`config.mk`:
```
export PLATFORM = sky130hd
export DESIGN_NAME = rf_32_regfile
export DESIGN_NICKNAME = d
export VERILOG_FILES = /design/src/rtl/rf_32_regfile.sv
export SDC_FILE = /design/constraint.sdc
export NUM_CORES = 2
export LEC_CHECK = 0
export CAP_MARGIN = 20
export CORE_MARGIN = 3
export CORE_UTILIZATION = 39
export DETAILED_ROUTE_END_ITERATION = 10
export PLACE_DENSITY_LB_ADDON = 0.08
export SLEW_MARGIN = 30
export SYNTH_ARGS = -nofsm -noshare
export SYNTH_HDL_FRONTEND = slang
export SYNTH_SLANG_ARGS = --single-unit
```
`constraint.sdc`:
```
create_clock -name CLK -period 3.9 [get_ports CLK]
set_input_delay 0.585 -clock CLK [delete_from_list [all_inputs] [get_ports CLK]]
set_output_delay 0.585 -clock CLK [all_outputs]
set_load 0.02 [all_outputs]
```
`src/rtl/rf_32_regfile.sv`:
```
// rf_32_regfile: 32-entry register file with two registered read ports and
// one write port. Every register is general purpose, including entry 0.
// Reads return the contents from before any same-cycle write, so a read that
// collides with a write sees the old value. The new value appears on the next
// enabled read. RST is synchronous and has priority over both enables.
module rf_32_regfile #(
    parameter int DATA_W = 32,
    parameter int ADDR_W = 5
) (
    input  logic              CLK,
    input  logic              RST,
    input  logic [ADDR_W-1:0] Ra,
    input  logic [ADDR_W-1:0] Rb,
    input  logic [ADDR_W-1:0] Add,
    input  logic [DATA_W-1:0] D,
    input  logic              RD_en,
    input  logic              WR_en,
    output logic [DATA_W-1:0] Qa,
    output logic [DATA_W-1:0] Qb
);

    localparam int DEPTH = 1 << ADDR_W;

    logic [DATA_W-1:0] mem_r [DEPTH];
    logic [DATA_W-1:0] qa_r;
    logic [DATA_W-1:0] qb_r;

    // One flop bank per entry. Clearing every entry in reset requires the
    // array to be built from flops rather than from a RAM macro.
    for (genvar g = 0; g < DEPTH; g++) begin : g_reg
        // Clear this entry on reset, otherwise load D when it is the write target.
        always_ff @(posedge CLK) begin
            if (RST) begin
                mem_r[g] <= {DATA_W{1'b0}};
            end else if (WR_en && (Add == ADDR_W'(g))) begin
                mem_r[g] <= D;
            end else begin
                mem_r[g] <= mem_r[g];
            end
        end
    end

    // Registered read ports. They sample the array before this edge's write
    // commits, which gives old-data behaviour on a read/write collision.
    always_ff @(posedge CLK) begin
        if (RST) begin
            qa_r <= {DATA_W{1'b0}};
            qb_r <= {DATA_W{1'b0}};
        end else if (RD_en) begin
            qa_r <= mem_r[Ra];
            qb_r <= mem_r[Rb];
        end else begin
            qa_r <= qa_r;
            qb_r <= qb_r;
        end
    end

    assign Qa = qa_r;
    assign Qb = qb_r;

endmodule

```
==> run metrics <==
outcome finished, final reports clean; Crit Path Category reg2out; final wirelength 238100 um; slew at the pin closest to its max-slew limit 1.013 ns; clock sink count 1088; number of nets with antenna violations after detailed routing 0; largest net degree at the start of global routing 68; cell with the biggest individual delay on the critical path sky130_fd_sc_hd__clkdlybuf4s50_1; CTS tree built; grt ovf 0; Synth Cell Area 58060 sq um; Overall Power 29.56 mW; gpl congestion 0.8452; number of instances on the worst hold path 2; worst reg2reg path depth 6; tightest slew margin relative to the limit 32.28%; leak pwr 25.57 nW; H-tree level count 4; worst-path fanout max 2; number of buffers inserted for hold repair after clock tree synthesis 0; clock latency on the worst-skew pair 0.76 ns; async set-reset flop share out of synthesis 0%; count of cell types in the netlist 27; post-synthesis register bit count 1088; Buffers & Inverters on Critical Path 1; clock period minus final worst setup slack 2.735 ns; count of vias placed by the detailed router 41195; Avg Vias per Cell 6.086; crit share post-route 70.14%; type of element capturing the critical path primary output; sequential fraction of the synthesis area 55.17%; area of combinational cells with multiple inputs 24190 sq um; fin. max-slew vios 0; Yosys top cell area share 52.96%; total of max-cap violations 0; count of cells resized by post-cts repair 0; Critical Path AT 2.15 ns; Avg WL per Cell 35.18 um; total global-route track usage 30.63%; hold slack final 0.2436 ns; layout overhead on the synthesized area 14.99%; critical path depth in cells 1; half-perimeter wire length after detailed placement 143600 um; floorplan core area 146800 sq um; number of synthesized flops with an enable pin 1024; required time reported for the critical path endpoint 3.31 ns; number of synthesis warnings 0; share of final-layout standard cells stronger than drive strength 1 11.90%; CTS Root Buffer Type sky130_fd_sc_hd__clkbuf_16; CTS buffer count 132; Setup TNS Final 0 ns; Setup violations, final 0; DRC violations left 0; leading area contributor after synthesis sky130_fd_sc_hd__edfxtp_1; most common library cell in the layout ignoring fill and taps sky130_fd_sc_hd__and2_1; setup skew after layout 0.01718 ns; Top FF cell, synth sky130_fd_sc_hd__edfxtp_1; DIE HEIGHT 391.8 um; number of nets in the layout 4785; maximum frequency from static timing analysis 0.3656 GHz; final hold viol count 0; fill cell instance count of the final layout 13374; number of cells produced by synthesis 4683; leading cell types in the layout, fill and taps excluded sky130_fd_sc_hd__and2_1, sky130_fd_sc_hd__mux2i_1, sky130_fd_sc_hd__edfxtp_1; area occupied by registers 32030 sq um; Worst setup SP type register; nets in the synthesized netlist 4734; drt first-iter violations 4945; first-pass GRT wire length 327200 um; vias in the first global route 40963; Syn Area/Cell 12.40 sq um; effective utilization at floorplan 39.55%; power density over the cells 442.8 nW/um^2; quantity of I/O buffers inserted on ports 114; overall die width 391.8 um; Cell Rows 140; largest voltage drop on the vdd net 432.8 uV; unrepaired setup endpoints after global routing false; Post-CTS Setup Inserts 0; DIE AREA 153500 sq um; kind of cell with the highest combined delay on the critical path buffers and inverters; initial antenna violation count 30; CTS clock-pin slew for the worst setup and hold paths 0.06 ns; Max Root-Sink Buffers 3; detailed-router iteration count before antenna repair 5; worst min-delay path category in2reg; cells along the critical path clkdlybuf4s50_1; dominant cells by area after synthesis sky130_fd_sc_hd__edfxtp_1, sky130_fd_sc_hd__mux2i_1, sky130_fd_sc_hd__and2_1; stage delay of the slowest cell on the critical path 0.80 ns; number of primary I/O pins 115
-- worst paths after layout --
path                                     from     end  slack, ns
worst min register to register          Qa[1]   Qa[1]       0.48
worst max register to register  mem_r[29][29]  Qb[29]       1.94
worst min-delay path                      RST   Qb[2]       0.24
worst max-delay path                   Qb[16]  Qb[16]       1.16
-- state kept, by name, summed over array words and instances, names as in the netlist --
register / flops
mem_r: 1024
Qa: 32
Qb: 32
-- kinds of logic (layout without fill, tap and decap cells) --
family,after synthesis,in the layout,synth area share [%]
buffers and inverters,475,631,4.099
AOI/OAI and AO/OA,864,864,10.15
muxes,1024,1024,17.65
DFF,1088,1088,55.17
other,0,13,0
and+or+nand+nor,1232,1232,12.92
-- through the flow --
stage,cell area (sq um),utilization (%),cells,setup slack (ns)
after CTS,66760,45.48,6756,1.170
after global routing,66730,45.46,6756,1.157
after detailed placement,62600,42.65,6517,0.6292
final,66760,45.48,6769,1.165
after floorplan,58060,-,4683,0.7042
after global placement,62680,42.70,6517,0.6395
-- cell type report --
cell class	count	area share (%)
clock buffers	205	5.896
multi-input cells	3120	36.24
flip-flops and latches	1088	47.98
repair buffers	392	5.915
well taps	1917	3.593
clock inverters	34	0.3336
diodes	13	0.04873
-- cells in the mapped netlist (all sizes together), types with 9 or more instances --
cell / instances
a211oi: 64
a21o: 12
a21oi: 256
a22oi: 512
and2: 1027
buf: 126
clkbuf: 349
dfxtp: 64
edfxtp: 1024
mux2i: 1024
nand2: 10
nor2: 101
nor2b: 9
o21bai: 20
or4: 64
-- layer usage --
metal,up-vias,track usage (%),routed length (um)
met1,21245,43.17,103300
li1,17563,-,-
met3,399,5.281,19790
met5,-,0,13
met2,1986,47.82,107000
met4,2,10.11,8015
-- report_power, final --
group          switching [mW]  internal, mW  total, mW  leakage (nW)
clock                    5.02          7.05       12.1          2.03
combinational            2.37          1.27       3.64          13.2
sequential              0.416          13.4       13.9          10.3
total                    7.80          21.8       29.6          25.6
Note: power is estimated with default switching activity, not from simulation.
